`config.mk`:
```
export PLATFORM = sky130hd
export DESIGN_NAME = cpu_issue_arbiter
export DESIGN_NICKNAME = d
export VERILOG_FILES = /design/src/rtl/cpu_issue_arbiter_pkg.sv /design/src/rtl/cpu_issue_arbiter_rr.sv /design/src/rtl/cpu_issue_arbiter.sv
export SDC_FILE = /design/constraint.sdc
export NUM_CORES = 1
export LEC_CHECK = 0
export ABC_AREA = 1
export CORE_ASPECT_RATIO = 0.6
export CORE_MARGIN = 3
export CORE_UTILIZATION = 30
export DETAILED_ROUTE_END_ITERATION = 7
export HOLD_SLACK_MARGIN = 0.1
export PLACE_DENSITY = 0.62
export SKIP_CTS_REPAIR_TIMING = 1
export SYNTH_ARGS = -nofsm -noshare
export SYNTH_HDL_FRONTEND = slang
export SYNTH_SLANG_ARGS = --single-unit
```
`constraint.sdc`:
```
create_clock -name clk -period 2.3 [get_ports clk]
set_input_delay 0.345 -clock clk [delete_from_list [all_inputs] [get_ports clk]]
set_output_delay 0.345 -clock clk [all_outputs]
set_load 0.05 [all_outputs]
```
`src/rtl/cpu_issue_arbiter_pkg.sv`:
```
// Shared types and constants for the CPU instruction-port arbiter.
package cpu_issue_arbiter_pkg;

    // Identifies one of the two instruction requesters.
    typedef logic req_id_t;

    // One entry of the in-flight tag pipe: whether a real instruction
    // occupies this slot and which requester issued it.
    typedef struct packed {
        logic    valid;
        req_id_t id;
    } tag_t;

    // addi x0,x0,0 -- issued whenever nothing is granted.
    localparam logic [31:0] NOP_INSTR = 32'h0000_0013;

    // Deepest CPU result latency the tag pipe is meant to cover.
    localparam int unsigned MAX_RESULT_LAT = 7;

endpackage

```
`src/rtl/cpu_issue_arbiter_rr.sv`:
```
// Two-way round-robin grant logic: purely combinational, one-hot grant.
module rr_arbiter2
    import cpu_issue_arbiter_pkg::*;
(
    input  logic [1:0] valid,
    input  req_id_t    last_grant,
    input  logic       hold,
    output logic [1:0] grant
);

    // Grant a lone requester outright; on contention favour the one not served last.
    always_comb begin
        grant = 2'b00;
        if (!hold) begin
            case (valid)
                2'b01:   grant = 2'b01;
                2'b10:   grant = 2'b10;
                2'b11:   grant = (last_grant == 1'b1) ? 2'b01 : 2'b10;
                default: grant = 2'b00;
            endcase
        end
    end

endmodule

```
`src/rtl/cpu_issue_arbiter.sv`:
```
// Shares the single-issue CPU instruction port between two requesters,
// tracks which requester owns each in-flight instruction and steers the
// CPU result back to it a fixed number of cycles later.
module cpu_issue_arbiter
    import cpu_issue_arbiter_pkg::*;
#(
    parameter int unsigned RESULT_LAT = 1,
    parameter logic [31:0] NOP_INSTR  = cpu_issue_arbiter_pkg::NOP_INSTR,
    parameter int unsigned CNT_W      = 16
) (
    input  logic             clk,
    input  logic             rst,
    input  logic             hold,
    input  logic             req0_valid,
    input  logic [31:0]      req0_instr,
    output logic             req0_ready,
    input  logic             req1_valid,
    input  logic [31:0]      req1_instr,
    output logic             req1_ready,
    output logic [31:0]      cpu_instr,
    input  logic [31:0]      cpu_result,
    output logic             rsp0_valid,
    output logic [31:0]      rsp0_data,
    output logic             rsp1_valid,
    output logic [31:0]      rsp1_data,
    output logic [CNT_W-1:0] issue_cnt0,
    output logic [CNT_W-1:0] issue_cnt1
);

    logic [1:0]         grant;
    logic               grant_any;
    req_id_t            grant_id;
    req_id_t            last_grant;
    tag_t [RESULT_LAT:0] tag_pipe;
    tag_t               final_tag;

    // Reset also blocks grants so no requester believes a transfer
    // happened in a cycle whose instruction would be thrown away.
    rr_arbiter2 u_arb (
        .valid      ({req1_valid, req0_valid}),
        .last_grant (last_grant),
        .hold       (hold | rst),
        .grant      (grant)
    );

    assign req0_ready = grant[0];
    assign req1_ready = grant[1];
    assign grant_any  = |grant;
    assign grant_id   = grant[1];
    assign final_tag  = tag_pipe[RESULT_LAT];

    // Drive the CPU with the granted instruction, or a NOP when idle/held.
    always_ff @(posedge clk) begin
        if (rst) begin
            cpu_instr  <= NOP_INSTR;
            last_grant <= 1'b1;
        end else if (grant_any) begin
            cpu_instr  <= grant_id ? req1_instr : req0_instr;
            last_grant <= grant_id;
        end else begin
            cpu_instr  <= NOP_INSTR;
        end
    end

    // Tag pipe: stage 0 mirrors cpu_instr, last stage lines up with its result.
    always_ff @(posedge clk) begin
        if (rst) begin
            tag_pipe <= '0;
        end else begin
            tag_pipe[0].valid <= grant_any;
            tag_pipe[0].id    <= grant_id;
            for (int i = 1; i <= int'(RESULT_LAT); i++) begin
                tag_pipe[i] <= tag_pipe[i-1];
            end
        end
    end

    // Capture the CPU result for the owning requester as a one-cycle pulse.
    always_ff @(posedge clk) begin
        if (rst) begin
            rsp0_valid <= 1'b0;
            rsp0_data  <= '0;
            rsp1_valid <= 1'b0;
            rsp1_data  <= '0;
        end else begin
            rsp0_valid <= 1'b0;
            rsp1_valid <= 1'b0;
            if (final_tag.valid) begin
                if (final_tag.id == 1'b1) begin
                    rsp1_valid <= 1'b1;
                    rsp1_data  <= cpu_result;
                end else begin
                    rsp0_valid <= 1'b1;
                    rsp0_data  <= cpu_result;
                end
            end
        end
    end

    // Per-requester grant counters that stick at all-ones instead of wrapping.
    always_ff @(posedge clk) begin
        if (rst) begin
            issue_cnt0 <= '0;
            issue_cnt1 <= '0;
        end else begin
            if (grant[0] && (issue_cnt0 != '1)) begin
                issue_cnt0 <= issue_cnt0 + CNT_W'(1);
            end
            if (grant[1] && (issue_cnt1 != '1)) begin
                issue_cnt1 <= issue_cnt1 + CNT_W'(1);
            end
        end
    end

endmodule

```
Word-level counts from Yosys, hierarchy flattened. Index checks and enable logic that the tools add are counted.

Add/sub/neg operators: 2. Equal/unequal tests: 5. Mux-type cells: 6. Bitwise gates (word level): 4. Reductions and logical operators: 7.

Operators with widths (number): $add A16 B1 Y16 const B (2); $mux W32 (1); $ne A16 B16 Y1 const B (2); $pmux W2 S3 (1); $reduce_or A2 Y1 (3); $eq A2 B2 Y1 const B (2); $mux W2 (2); $reduce_and A2 Y1 (2); $not A1 Y1 (3); $eq A2 B1 Y1 const B (1); $logic_and A1 B1 Y1 (2); $mux W1 (2); $or A1 B1 Y1 (1).

Register bits after elaboration: 135. Bits of input ports: 101. Output and inout port bits: 132. Word-level logic and storage cells: 36.

Logic depth before layout (Yosys ltp). Gate-level depths: netlist of the first run.

Depth in word-level cells: 6. Gate-level depth with buffers: 9. Mapped depth without buffers: 9.

Hierarchy. From an unflattened synthesis of the first run, not the netlist that was laid out.

Cell total of the unflattened synthesis: 813. Area total of the unflattened synthesis: 5520.3 µm².

Modules (own cells, without submodules): cpu_issue_arbiter (times used 1, cells each 804, area an instance 5486.5 µm², seq. area each 2702.6 µm²); rr_arbiter2 (times used 1, cells each 9, area an instance 33.8 µm², seq. area each 0.0 µm²).

Least setup slack after synthesis of the first run. Ideal clock, no wire load.

Path kind: register -> register. From: register issue_cnt0[0]. To: register issue_cnt0[5]. Setup time: 0.141 ns. Arrival: 1.754 ns. Path slack: 0.406 ns. Cell stages (with the launch flop): 10. Path buffers: 1. Clock period less this slack: 1.894 ns. Cells stage by stage: dfxtp_1 -> ha_1 -> inv_1 -> nor2_1 -> nand2_2 -> nor2_1 -> nor2_4 -> buf_6 -> nand2_1 -> a21oi_2.

Longest elaborated chain between the ends: 2. Elaborated cells on any way between the ends: 3. Those cells by class: 1 x add/sub; 1 x eq/ne; 1 x reduce/logical.

Ends and longest elaborated chain: from (decl) (line cpu_issue_arbiter.sv:26) `output logic [CNT_W-1:0] issue_cnt0,`; from (signal assigned) (line cpu_issue_arbiter.sv:107) `issue_cnt0 <= issue_cnt0 + CNT_W'(1);`; parallel branches: the longest is 2 deep, another holds $add A16 B1 Y16.

Parallel ways; which one is timed is not known. A chain may end at the register's enable or synchronous reset.

Worst setup path after layout of the first run.
From: register issue_cnt0[14]. To: output issue_cnt0[14].

No word-level cell between the ends.

==> results.cfg, run 1 <==
[critical_path]
critPathMaxFanout = 6
start_kind = register
crit_slowest_cell = clkdlybuf4s50_1
required_ns = 1.96
cp.arrival_ns = 1.76
slowest_delay_ns = 0.87
crit_path_end_kind = primary output
path_buf_inv = 1
crit_chain = clkdlybuf4s50_1
path_delay_family = buffers and inverters
crit_type = register to primary output
r2r_slack_ns = 0.56

[routing]
antenna_left = 0
wl_um = 17700
drt-vias-per-instance = 4.43
wl_met2_um = 7610
wl_per_cell_um = 14.7
route.vias.total = 5327
drtPass1Iterations = 4
route.met3.wl_um = 1480
top_layer = met4
first_iter_violations = 357
wl_met1_um = 8480
drc = 0

[clock_tree]
clkSinkCount = 135
cts_tree = done
cts-root-buf = clkbuf_16
cts_buffers = 17
clk_latency_ns = 0.41
htree_levels = 4
cts_buffer_depth = 2
clk_pin_slew_ns = 0.06

[synthesis]
synth_ff_type = dfxtp_1
synth.yosys.seq_area_share_pct = 49.8
synth_fp_nets = 830
async_flop_share_pct = 0
synth_xor_area_share_pct = 2.10
synth_edf_count = 0
synth_mux_area_share_pct = 0
synth_area_per_cell_um2 = 7.46
synthSimpleGateAreaFrac_pct = 29.7
synth-adder-area-share_pct = 0.461
ys_ff_latch = 135
synth_area_leaders = dfxtp_1, nor2_1, o21ai_0
syn_inst = 727
synth_top_family_by_area = simple AND/OR/NAND/NOR gates
synth_compound_area_share_pct = 12.6
netlist_area_um2 = 5420
synth_top_cell_area_share_pct = 49.8
ys_warn_count = 0
synth_cell_types = 24
synth_top_cell_by_area = dfxtp_1

[cells_and_area]
ff_latch_area_um2 = 2700
final_common_cell = clkdlybuf4s50_1
syn2layout_area_growth_pct = 58.2
drive_above_1_share_pct = 9.30
multi_input_area_um2 = 2440
diodes = 0
final_cell_mix = clkdlybuf4s50_1, nor2_1, dfxtp_1
layout.nets = 1058
fillers = 1735

[power]
power_density_nw_per_um2 = 680
p_leak_nw = 3.27
ir_drop_mv = 0.335

[sta]
fin_crit_ns = 2.11
hold_violations = 0
fmax_mhz = 475
skew_ns = 0.00937
setup_violations = 0
tightest_slew_ns = 0.571
post-route-period-util_pct = 91.5
relSlewSlack_pct = 61.8
rsz0062_at_grt = no
layout_setup_ws_ns = 0.195
tns_ns = 0
report.final.slew_viol_count = 0

[die]
initial_utilization_pct = 31.2
rows = 37
io_pins = 233
die_y_um = 110
die_w_um = 180
core_area_um2 = 17400
dieArea_um2 = 19800

[grt]
grt_pass1_vias = 4929
antenna_found_initial = 0
track_usage_pct = 17.4
overflow = 0
grt_pass1_wl_um = 27200
grt_max_degree = 47

[place]
placement.setup.worst_slack_ns = 0.265
io_buffers = 232
finalWeightedCongestion = 0.802
dpl.hpwl_um = 12900

[run]
maxCapViolCount = 0

[outcome]
status = completed

[worst_hold_path]
min-delay-path-class = register to register
-- logic make-up after synthesis --
logic type,count (synthesis)
adders and majority gates,2
and+or+nand+nor,388
DFF,135
AOI/OAI and AO/OA,123
buffers and inverters,66
xor gates and xnor gates,13
-- where the power goes --
group	total (W)	switching, W	internal, W
combinational	0.000711	0.000408	0.000303
clock	0.00269	0.00108	0.00161
sequential	0.00243	0.0000277	0.00240
total	0.00583	0.00152	0.00432
-- synthesized netlist by cell type, types with 7 or more instances --
master / number
nor2_1: 228
dfxtp_1: 135
nand2_1: 99
o21ai_0: 95
inv_1: 28
clkbuf_1: 25
nand3_1: 24
a21oi_2: 16
nand2_2: 12
nand4_1: 12
a21oi_1: 9
buf_2: 7
xor2_1: 7
-- sequential cells by signal (all words and copies together) (netlist names) --
name,count
final_tag,2
rsp1_valid,1
rsp1_data,32
tag_pipe,2
rsp0_data,32
last_grant,1
issue_cnt1,16
cpu_instr,32
issue_cnt0,16
rsp0_valid,1
-- metal layers --
| metal | GRT usage (%) | up-vias |
|---|---|---|
| li1 | - | 2776 |
| met1 | 23.1 | 2378 |
| met2 | 26.8 | 166 |
| met3 | 7.15 | 7 |
| met4 | 3.81 | 0 |
| met5 | 0 | - |
-- area by class of cell --
| class | count | area share (%) |
|---|---|---|
| Sequential cell | 135 | 31.5 |
| Timing Repair Buffer | 245 | 28.6 |
| Multi-Input combinational cell | 526 | 28.4 |
| Clock buffer | 19 | 5.05 |
| Tap cell | 234 | 3.41 |
| Clock inverter | 13 | 1.72 |
| Inverter | 30 | 1.31 |
-- per-stage QoR --
| stage | utilization [%] | instances | hold WS, ns | power [W] | instance area (um^2) |
|---|---|---|---|---|---|
| finish | 49.3 | 1202 | 0.399 | 0.00583 | 8580 |
| global route | 49.3 | 1202 | 0.417 | 0.00605 | 8580 |
| CTS | 49.3 | 1202 | 0.405 | 0.00592 | 8580 |
| detailed placement | 45.9 | 1170 | 0.398 | 0.00320 | 8000 |
| global placement | 45.9 | 1170 | 0.392 | 0.00320 | 8000 |
| floorplan | - | 727 | 0.388 | 0.00284 | 5420 |
-- final timing paths --
check / start / endpoint / cells past startpoint
worst max register to register: issue_cnt0[0]$_SDFFE_PP0P_ / issue_cnt0[6]$_SDFFE_PP0P_ / 7
worst max-delay path: issue_cnt0[14]$_SDFFE_PP0P_ / issue_cnt0[14] / 1
worst min-delay path: tag_pipe[1]$_SDFF_PP0_ / final_tag[1]$_SDFF_PP0_ / 2
worst min register to register: tag_pipe[1]$_SDFF_PP0_ / final_tag[1]$_SDFF_PP0_ / 2
No activity file was read; power rests on OpenSTA's default activity.
==> run 2: changes to the inputs <==
MAX_ROUTING_LAYER = met4   (was unset)
==> run 2 against run 1 <==
  * Clock power barely moved
  * Wire length rose by 0.34%
  * Critical path depth did not move
  * Worst setup slack improved by 0.0081 ns
  * Non-clock buffer count did not move
  * Worst hold slack barely moved
  * Sequential share of layout area did not move
==> results.cfg, run 2 (synthesis results as in run 1) <==
[die]
rows = 37
io_pins = 233
die_w_um = 180
dieArea_um2 = 19800
die_y_um = 110
initial_utilization_pct = 31.2
core_area_um2 = 17400

[routing]
drt-vias-per-instance = 4.50
wl_um = 17700
drtPass1Iterations = 7
route.vias.total = 5403
first_iter_violations = 347
wl_per_cell_um = 14.7
antenna_left = 0
drc = 0

[cells_and_area]
stdcell_area_um2 = 8580
syn2layout_area_growth_pct = 58.2
final_cell_mix = clkdlybuf4s50_1, nor2_1, dfxtp_1
final_cell_count_no_fill = 1202
diodes = 0
fillers = 1735
multi_input_area_um2 = 2440
top_regs = cpu_instr (32), rsp0_data (32), rsp1_data (32)
final_common_cell = clkdlybuf4s50_1
drive_above_1_share_pct = 9.30
layout.nets = 1058
final_util_pct = 49.3
ff_latch_area_um2 = 2700

[grt]
grt_pass1_wl_um = 27000
grt_pass1_vias = 4974
grt_max_degree = 47
overflow = 0
antenna_found_initial = 0
track_usage_pct = 17.9

[critical_path]
critPathMaxFanout = 6
crit_chain = clkdlybuf4s50_1
path_delay_family = buffers and inverters
path_buf_inv = 1
slowest_delay_ns = 0.86
crit_path_end_kind = primary output
required_ns = 1.96
crit_slowest_cell = clkdlybuf4s50_1
start_kind = register
cp.arrival_ns = 1.75
crit_type = register to primary output

[sta]
relSlewSlack_pct = 61.6
report.final.slew_viol_count = 0
rsz0062_at_grt = no
tns_ns = 0
setup_violations = 0
hold_violations = 0
post-route-period-util_pct = 91.2
fin_crit_ns = 2.10
tightest_slew_ns = 0.574
fmax_mhz = 477
skew_ns = 0.0103
fin_hold_ws_ns = 0.398

[clock_tree]
clk_latency_ns = 0.41
htree_levels = 4
clkSinkCount = 135
clk_pin_slew_ns = 0.06
cts_buffer_depth = 2
cts_buffers = 17
cts_tree = done
cts-root-buf = clkbuf_16

[place]
dpl.hpwl_um = 12900
finalWeightedCongestion = 0.814
post_dp_cell_area_um2 = 8000
dpl.cell_count = 1170
io_buffers = 232

[power]
p_leak_nw = 3.27
ir_drop_mv = 0.333
power_density_nw_per_um2 = 681

[worst_hold_path]
min-delay-path-class = register to register

[run]
maxCapViolCount = 0

[outcome]
status = completed
==> run 2: cell counts in the layout (fill, tap and decap cells not counted) <==
No cell type changed its count.
==> run 2: worst paths after layout <==
kind	start	cells after the start	endpoint	slack, ns
max	issue_cnt0[14]$_SDFFE_PP0P_	1	issue_cnt0[14]	0.20
min	tag_pipe[1]$_SDFF_PP0_	2	final_tag[1]$_SDFF_PP0_	0.40
max reg2reg	issue_cnt0[0]$_SDFFE_PP0P_	7	issue_cnt0[6]$_SDFFE_PP0P_	0.54
min reg2reg	tag_pipe[1]$_SDFF_PP0_	2	final_tag[1]$_SDFF_PP0_	0.40
==> run 2: layer usage <==
layer | part of all wire (%) | up-vias | global-route usage (%) | wire length, um
li1 | - | 2773 | - | -
met1 | 49 | 2453 | 23.6 | 8650
met2 | 44 | 169 | 26.8 | 7750
met5 | 0 | - | - | 0
met3 | 6.9 | 8 | 6.13 | 1230
met4 | 0.48 | 0 | 3.81 | 85
==> run 2: cell type report <==
type / count / share of cell area (%)
timing repair buffer: 245 / 28.6
clock buffer: 19 / 5.05
sequential: 135 / 31.5
tap: 234 / 3.41
clock inverter: 13 / 1.72
inverter: 30 / 1.31
multi-input combinational: 526 / 28.4
==> run 2: where the power goes <==
| part | internal, W | switching, W |
|---|---|---|
| registers | 0.00240 | 0.0000276 |
| clock network | 0.00161 | 0.00109 |
| logic | 0.000303 | 0.000409 |
==> run 2: stage by stage <==
| step | total power, W | setup slack [ns] |
|---|---|---|
| 2_1_floorplan | 0.00284 | 0.406 |
| 3_3_place_gp | 0.00320 | 0.346 |
| 3_5_place_dp | 0.00320 | 0.265 |
| 4_1_cts | 0.00592 | 0.174 |
| 5_1_grt | 0.00605 | 0.123 |
| 6_report | 0.00584 | 0.203 |
